`src/rtl/read_data_merger.sv`:
```
// R-channel merger: re-joins 4KB-split reads by suppressing the first half's RLAST and strips the master index from RID.
// Optional RDM_SKID_EN: registered 2-entry skid buffer; otherwise a zero-latency combinational pass-through.
module read_data_merger #(
  parameter int DATA_W = 32,
  parameter int IDX_W  = 2,
  parameter int TID_W  = 4
) (
  input  logic                   clk,
  input  logic                   rst_n,
  input  logic [DATA_W-1:0]      s_axi_r_rdata,
  input  logic [IDX_W+TID_W-1:0] s_axi_r_rid,
  input  logic [1:0]             s_axi_r_rresp,
  input  logic                   s_axi_r_rlast,
  input  logic                   s_axi_r_valid,
  output logic                   s_axi_r_ready,
  input  logic [TID_W-1:0]       r_transactionid0,
  input  logic [TID_W-1:0]       r_transactionid1,
  input  logic [TID_W-1:0]       r_transactionid2,
  input  logic [2:0]             itemvalid,
  input  logic [2:0]             fkflag,
  output logic [DATA_W-1:0]      m_axi_r_rdata,
  output logic [TID_W-1:0]       m_axi_r_rid,
  output logic [1:0]             m_axi_r_rresp,
  output logic                   m_axi_r_rlast,
  output logic                   m_axi_r_valid,
  input  logic                   m_axi_r_ready,
  output logic [TID_W-1:0]       dec_fifo_r_rid,
  output logic                   dec_fifo_r_rlast,
  output logic                   dec_fifo_r_valid,
  output logic                   dec_fifo_r_ready,
  output logic                   dec_r_rlast,
  output logic                   dec_r_valid,
  output logic                   dec_r_ready,
  output logic                   merge_err
);

  localparam int NID    = 1 << TID_W;
  localparam int BEAT_W = DATA_W + TID_W + 3;

  logic [TID_W-1:0]  in_tid_s;
  logic              rid_idx_unused_s;
  logic              hit_s;
  logic              hit_fk_s;
  logic              suppress_s;
  logic              rlast_eff_s;
  logic              in_hs_s;
  logic [NID-1:0]    split_pending_q, split_pending_d;
  logic              merge_err_q, merge_err_d;
  logic [BEAT_W-1:0] in_beat_s;
  logic [BEAT_W-1:0] out_beat_s;

  assign in_tid_s         = s_axi_r_rid[TID_W-1:0];
  assign rid_idx_unused_s = ^s_axi_r_rid[TID_W +: IDX_W];
  assign in_hs_s          = s_axi_r_valid && s_axi_r_ready;

  // Item-table lookup: the lowest-numbered valid entry with a matching ID wins
  always_comb begin
    hit_s    = 1'b0;
    hit_fk_s = 1'b0;
    if (itemvalid[0] && (r_transactionid0 == in_tid_s)) begin
      hit_s    = 1'b1;
      hit_fk_s = fkflag[0];
    end else if (itemvalid[1] && (r_transactionid1 == in_tid_s)) begin
      hit_s    = 1'b1;
      hit_fk_s = fkflag[1];
    end else if (itemvalid[2] && (r_transactionid2 == in_tid_s)) begin
      hit_s    = 1'b1;
      hit_fk_s = fkflag[2];
    end else begin
      hit_s    = 1'b0;
      hit_fk_s = 1'b0;
    end
  end

  assign suppress_s  = s_axi_r_rlast && hit_s && hit_fk_s;
  assign rlast_eff_s = s_axi_r_rlast && !suppress_s;
  assign in_beat_s   = {s_axi_r_rdata, in_tid_s, s_axi_r_rresp, rlast_eff_s};

  // Per-ID split tracking; a second first-half on a pending ID flags a sequence error
  always_comb begin
    split_pending_d = split_pending_q;
    merge_err_d     = 1'b0;
    if (in_hs_s && s_axi_r_rlast) begin
      split_pending_d[in_tid_s] = suppress_s;
      merge_err_d               = suppress_s && split_pending_q[in_tid_s];
    end else begin
      merge_err_d = 1'b0;
    end
  end

  // Split-pending and error-pulse registers
  always_ff @(posedge clk or negedge rst_n) begin
    if (!rst_n) begin
      split_pending_q <= {NID{1'b0}};
      merge_err_q     <= 1'b0;
    end else begin
      split_pending_q <= split_pending_d;
      merge_err_q     <= merge_err_d;
    end
  end

  assign merge_err = merge_err_q;

`ifdef RDM_SKID_EN
  logic [BEAT_W-1:0] out_q, out_d;
  logic [BEAT_W-1:0] skid_q, skid_d;
  logic              out_valid_q, out_valid_d;
  logic              skid_valid_q, skid_valid_d;
  logic              rdy_q, rdy_d;
  logic              pop_s;

  assign pop_s = out_valid_q && m_axi_r_ready;

  // Skid steering: the skid entry always drains into the output entry first, preserving order
  always_comb begin
    out_d        = out_q;
    skid_d       = skid_q;
    out_valid_d  = out_valid_q;
    skid_valid_d = skid_valid_q;
    if (skid_valid_q) begin
      if (pop_s) begin
        out_d        = skid_q;
        skid_valid_d = 1'b0;
      end else begin
        skid_valid_d = 1'b1;
      end
    end else if (in_hs_s) begin
      if (!out_valid_q || pop_s) begin
        out_d       = in_beat_s;
        out_valid_d = 1'b1;
      end else begin
        skid_d       = in_beat_s;
        skid_valid_d = 1'b1;
      end
    end else if (pop_s) begin
      out_valid_d = 1'b0;
    end else begin
      out_valid_d = out_valid_q;
    end
    rdy_d = !skid_valid_d;
  end

  // Buffer storage and registered upstream ready
  always_ff @(posedge clk or negedge rst_n) begin
    if (!rst_n) begin
      out_q        <= {BEAT_W{1'b0}};
      skid_q       <= {BEAT_W{1'b0}};
      out_valid_q  <= 1'b0;
      skid_valid_q <= 1'b0;
      rdy_q        <= 1'b0;
    end else begin
      out_q        <= out_d;
      skid_q       <= skid_d;
      out_valid_q  <= out_valid_d;
      skid_valid_q <= skid_valid_d;
      rdy_q        <= rdy_d;
    end
  end

  assign out_beat_s    = out_q;
  assign m_axi_r_valid = out_valid_q;
  assign s_axi_r_ready = rdy_q;
`else
  assign out_beat_s    = rst_n ? in_beat_s : {BEAT_W{1'b0}};
  assign m_axi_r_valid = s_axi_r_valid && rst_n;
  assign s_axi_r_ready = m_axi_r_ready && rst_n;
`endif

  assign {m_axi_r_rdata, m_axi_r_rid, m_axi_r_rresp, m_axi_r_rlast} = out_beat_s;

  assign dec_fifo_r_rid   = in_tid_s;
  assign dec_fifo_r_rlast = s_axi_r_rlast;
  assign dec_fifo_r_valid = s_axi_r_valid;
  assign dec_fifo_r_ready = s_axi_r_ready;
  assign dec_r_rlast      = m_axi_r_rlast;
  assign dec_r_valid      = m_axi_r_valid;
  assign dec_r_ready      = m_axi_r_ready;

endmodule
```
`config.mk`:
```
export PLATFORM = sky130hd
export DESIGN_NAME = read_data_merger
export DESIGN_NICKNAME = d
export VERILOG_FILES = /design/src/rtl/read_data_merger.sv
export SDC_FILE = /design/constraint.sdc
export NUM_CORES = 1
export LEC_CHECK = 0
export CAP_MARGIN = 5
export CORE_ASPECT_RATIO = 1.25
export CORE_UTILIZATION = 36
export DETAILED_ROUTE_END_ITERATION = 8
export PLACE_DENSITY = 0.86
export SETUP_SLACK_MARGIN = 0.5
export SLEW_MARGIN = 0
export SYNTH_ARGS = -nofsm -noshare
export SYNTH_HDL_FRONTEND = slang
export SYNTH_SLANG_ARGS = --single-unit
```
`constraint.sdc`:
```
create_clock -name clk -period 6.19 [get_ports clk]
set_input_delay 1.238 -clock clk [delete_from_list [all_inputs] [get_ports clk]]
set_output_delay 1.238 -clock clk [all_outputs]
set_load 0.05 [all_outputs]
```
# Word level (Yosys, flattened, before mapping)
# Cells that the tools add are included.
[totals]
out_inout_bits = 52
in_bits = 63
elab_cells = 33
reg_bits = 17
[op_classes]
n_eq_ne = 3
n_reduce_logical = 13
magnitude_cmp = 2
muxes = 13
[op_table]
columns = ["cell", "count"]
rows = [
  ["39-bit 2-to-1 mux", 1],
  ["16-bit bitwise mux", 1],
  ["4-bit == test", 3],
  ["1-bit logical AND", 12],
  ["1-bit 2-to-1 mux", 9],
  ["4-bit by 5-bit less-than comparator with 1-bit output (second input constant)", 1],
  ["1-bit binary-select mux with 4-bit select", 1],
  ["1-bit demux with 4-bit select", 1],
  ["4-bit by 1-bit >= comparator with 1-bit output (second input constant)", 1],
  ["1-bit logical NOT", 1],
]

# Logic depth before layout (Yosys ltp)
[logic_depth]
depth_word = 10
depth_mapped = 9
mapped_depth_nobuf = 5

# Worst setup path after synthesis
# Ideal clock, no wire load.
[synth_timing]
kind = "input -> output"
startpoint = "input s_axi_r_rid[2]"
endpoint = "output m_axi_r_rlast"
arrival_ns = 3.288
n_path_buf = 3
required_time_ns = 4.952
slack_ns = 1.664
stages = 8
path_cell_list = "clkbuf_1 -> xor2_1 -> nor3_1 -> nand3_1 -> nor2_1 -> clkbuf_1 -> o211a_1 -> buf_4"
[synth_via]
elab_chain_len = 10
word_cells_on_any_way = 17
classes_between = "eq/ne (3); mux (7); reduce/logical (7)"
[synth_lines]
columns = ["element", "line_no", "text"]
rows = [
  ["start, declared", "11", "input logic [IDX_W+TID_W-1:0] s_axi_r_rid,"],
  ["4-bit == test", "66", "end else if (itemvalid[2] && (r_transactionid2 == in_tid_s)) begin"],
  ["1-bit logical AND", "66", ""],
  ["1-bit 2-to-1 mux", "66", ""],
  ["1-bit 2-to-1 mux", "63", "end else if (itemvalid[1] && (r_transactionid1 == in_tid_s)) begin"],
  ["1-bit 2-to-1 mux", "60", "if (itemvalid[0] && (r_transactionid0 == in_tid_s)) begin"],
  ["1-bit logical AND", "75", "assign suppress_s = s_axi_r_rlast && hit_s && hit_fk_s;"],
  ["1-bit logical AND *", "75", ""],
  ["1-bit logical NOT *", "76", "assign rlast_eff_s = s_axi_r_rlast && !suppress_s;"],
  ["1-bit logical AND *", "76", ""],
  ["39-bit 2-to-1 mux *", "164", "assign out_beat_s = rst_n ? in_beat_s : {BEAT_W{1'b0}};"],
  ["end, declared", "24", "output logic m_axi_r_rlast,"],
]
# Mark *: on every way between the ends. The rest lies on a longest branch, timed or not.

# Final worst setup path
[layout_timing]
startpoint = "input s_axi_r_rid[1]"
endpoint = "output dec_r_rlast"
[layout_via]
elab_chain_len = 10
word_cells_on_any_way = 17
classes_between = "eq/ne (3); mux (7); reduce/logical (7)"
[layout_lines]
columns = ["element", "line_no", "text"]
rows = [
  ["4-bit == test", "66", ""],
  ["1-bit logical AND", "66", ""],
  ["1-bit 2-to-1 mux", "66", ""],
  ["1-bit 2-to-1 mux", "63", ""],
  ["1-bit 2-to-1 mux", "60", ""],
  ["1-bit logical AND", "75", ""],
  ["1-bit logical AND *", "75", ""],
  ["1-bit logical NOT *", "76", ""],
  ["1-bit logical AND *", "76", ""],
  ["39-bit 2-to-1 mux *", "164", ""],
  ["end, declared", "31", "output logic dec_r_rlast,"],
]
# Marked as above.

==> summary.md <==
| Metric | Value |
|---|---|
| Post-CTS Repair Setup Buffers | 0 |
| Routability cong. | 0.766 |
| Clock Tree Buf Depth | 2 |
| Leak | 1.03 nW |
| Period utilization | 0.852 |
| HP Class | reg2reg |
| Max IR drop VDD | 135 uV |
| Ys flop type | dfrtp_1 |
| Post-DRT Antenna Nets | 0 |
| Hold Path Origin | split_pending_q[0]$_DFFE_PN0P_ |
| Die W | 59.4 um |
| Worst-Margin Slew | 0.608 ns |
| Chip Height | 73.8 um |
| Setup total negative slack | 0 ns |
| Clk Latency, worst-skew pair | 0.25 ns |
| DR pass1 iterations | 4 |
| Die area | about 4400 um2 |
| Worst Path Class, Setup | in2out |
| Worst setup EP type | primary output |
| Final setup violation count | 0 |
| DRC | 0 |
| Dpl cells | 317 |
| Post-synthesis net count | roughly 240 |
| WL final | 4210 um |
| Cells along the critical path | clkdlybuf4s50_1, nand2b_1, o2111ai_1, or4_1, o211a_1, o211a_1, clkdlybuf4s50_1 |
| H-tree depth | 1 |
| Synth warn | 0 |
| Flops & latches, synth | 17 |
| Crit-path max cell delay | ~0.86 ns |
| CTS Buf Count | 3 |
| Reg-to-reg endpoint | merge_err$_DFF_PN0_ |
| Place WS | about 0.90 ns |
| Hold_buf cts | 0 |
| Post-synth EDFFs | 0 |
| DRT iter0 DRCs | 49 |
| RR Startpoint | split_pending_q[1]$_DFFE_PN0P_ |
| Endpoints failing hold | 0 |
| Netlist Area Pre-Place | 1480 um2 |
| Antenna violations before repair | 0 |
| R2R setup slack | 4.84 ns |
| PD cells | 144 nW/um2 |
| Worst slew margin | 0.594 |
| Register area share after synthesis | 0.287 |
| RSZ-0062 raised after global routing | false |
| Number of global-route vias before repair | 1,572 |
| Tmin final | 5.27 ns |
| Post-Layout Cell Count | 321 |
| Crit path max fanout | 17 |
| Critical path's slowest cell | clkdlybuf4s50_1 |
| Cells after synthesis | 172 |
| CTS Root Cell | clkbuf_8 |
| Area delta synth->final | 73.9% |
| Synth top area cells | dfrtp_1 (29%), and2_1 (17%), o41ai_1 (8.3%) |
| Skew final | 0.00154 ns |
| Mapped Avg Cell Area | 8.63 um2 |
| Cell Rows | 25 |
| Status | complete, no violations |
| Clock Sinks | 17 |
| Most frequent cells in the layout | clkdlybuf4s50_1 (112), and2_1 (40), dfrtp_1 (17) |
| Overflow after GRT | 0 |
| Worst EP required | between 4 and 5 ns |
| Area share of the largest cell type after synthesis | 0.287 |
| Ys async rst share | 1.00 |
| Core area | slightly below 4000 um2 |
| Reg2Reg Depth | 5 |
| First-pass GRT wire length | 6890 um |
| Pins Over Slew Limit | 0 |
| Hold path cells | 2 |
| Start point of the critical path | s_axi_r_rid[1] |
| Largest net degree at the start of global routing | 60 |
| Ant diodes | 0 |
| FMAX | around 190 MHz |
| CP arrival | approximately 4 ns |
| Setup ws final | 0.919 ns |
| WHS Endpoint | split_pending_q[0]$_DFFE_PN0P_ |
| Post-synth top area cell | dfrtp_1 |
| WL/cell | 13.1 um |
| CP top delay family | buffers and inverters |
| DP HPWL | 3210 um |
| Initial Util | 0.383 |
| Ports | 115 |
| Layout cells sized above 1 | 0.0375 |
| I/O Buffers | 112 |
| Commonest non-fill, non-tap cell in the layout | clkdlybuf4s50_1 |
| Post-CTS Resized | 0 |
| Worst Path Buf+Inv | 2 |
| Clock Pin Slew Worst Setup and Hold Paths | 0.06 ns |
| # nets final | 331 |
| Max Cap Viol | 0 |
| Fin Hold WS | approximately 0.48 ns |
| Power Total | 0.373 mW |
| CTS tree | yes |
| Via count | 1,579 |
| Vias per cell | 4.92 |
| Critical path startpoint category | input port |
| Synth cell types | 34 |
| Global-route usage over all layers | 0.205 |
flip-flops by register name (all words and copies together), names as in the netlist:
name / count
merge_err: 1
split_pending_q: 16
worst register-to-register path: stages (launching register included):
cell     delay [ns]
dfrtp_1        0.37
mux4_1         0.50
nand2_1        0.10
nand2_1        0.05
o21ai_0        0.14
nor4_1         0.07
cells in the mapped netlist (2+ instances only):
library cell  number
dfrtp_1           17
clkbuf_1           8
or4_1              2
o41ai_1           14
mux4_1             3
buf_6              3
nor2_1             4
xor2_1             5
o211a_1            2
nand2b_1           5
nor3_1             2
o31ai_1            2
nand3_1            4
or3_1              3
nand2_1           12
buf_4             10
buf_1              2
inv_1              5
o21ai_0           15
and2_1            40
cell families after synthesis:
kind of cell | Yosys count | share of synthesized area
AO/OA/AOI/OAI | 38 | 0.185
XOR/XNOR | 6 | 0.0354
buffers and inverters | 31 | 0.129
flip-flops | 17 | 0.287
multiplexers | 4 | 0.0683
AND/OR/NAND/NOR | 76 | 0.296
how the worst max path moves through the flow:
stage	cells after the start	slack (ns)	end
global route	7	0.80	m_axi_r_rlast
CTS	7	0.90	m_axi_r_rlast
finish	7	0.92	dec_r_rlast
floorplan	8	1.66	m_axi_r_rlast
global placement	7	0.92	dec_r_rlast
detailed placement	7	0.90	dec_r_rlast
cell type report:
| class | count | area, um2 |
|---|---|---|
| clock buffer | 4 | 45.0 |
| inverter | 6 | 25.0 |
| sequential | 17 | 425 |
| fill | 350 | 1300 |
| multi-input combinational | 124 | 867 |
| timing repair buffer | 116 | 1150 |
| tap | 54 | 67.6 |
power breakdown:
group / leakage [nW] / internal (mW) / total (mW) / switching, mW
Sequential: 0.237 / 0.113 / 0.113 / 0.000758
Combinational: 0.773 / 0.0777 / 0.178 / 0.100
Clock: 0.0228 / 0.0457 / 0.0815 / 0.0358
layer usage:
layer | global-route usage | vias to the layer above | part of all wire
li1 | - | 794 | -
met1 | 0.236 | 709 | 0.41
met2 | 0.380 | 74 | 0.51
met3 | 0.0352 | 2 | 0.074
met4 | 0.0582 | 0 | 0.0064
met5 | 0 | - | 0
metrics by stage:
stage          area [um2]   util
2_1_floorplan        1480      -
3_3_place_gp         2540  0.654
3_5_place_dp         2540  0.654
4_1_cts              2580  0.665
5_1_grt              2580  0.665
6_report             2580  0.665
Note: power is estimated with default switching activity, not from simulation.
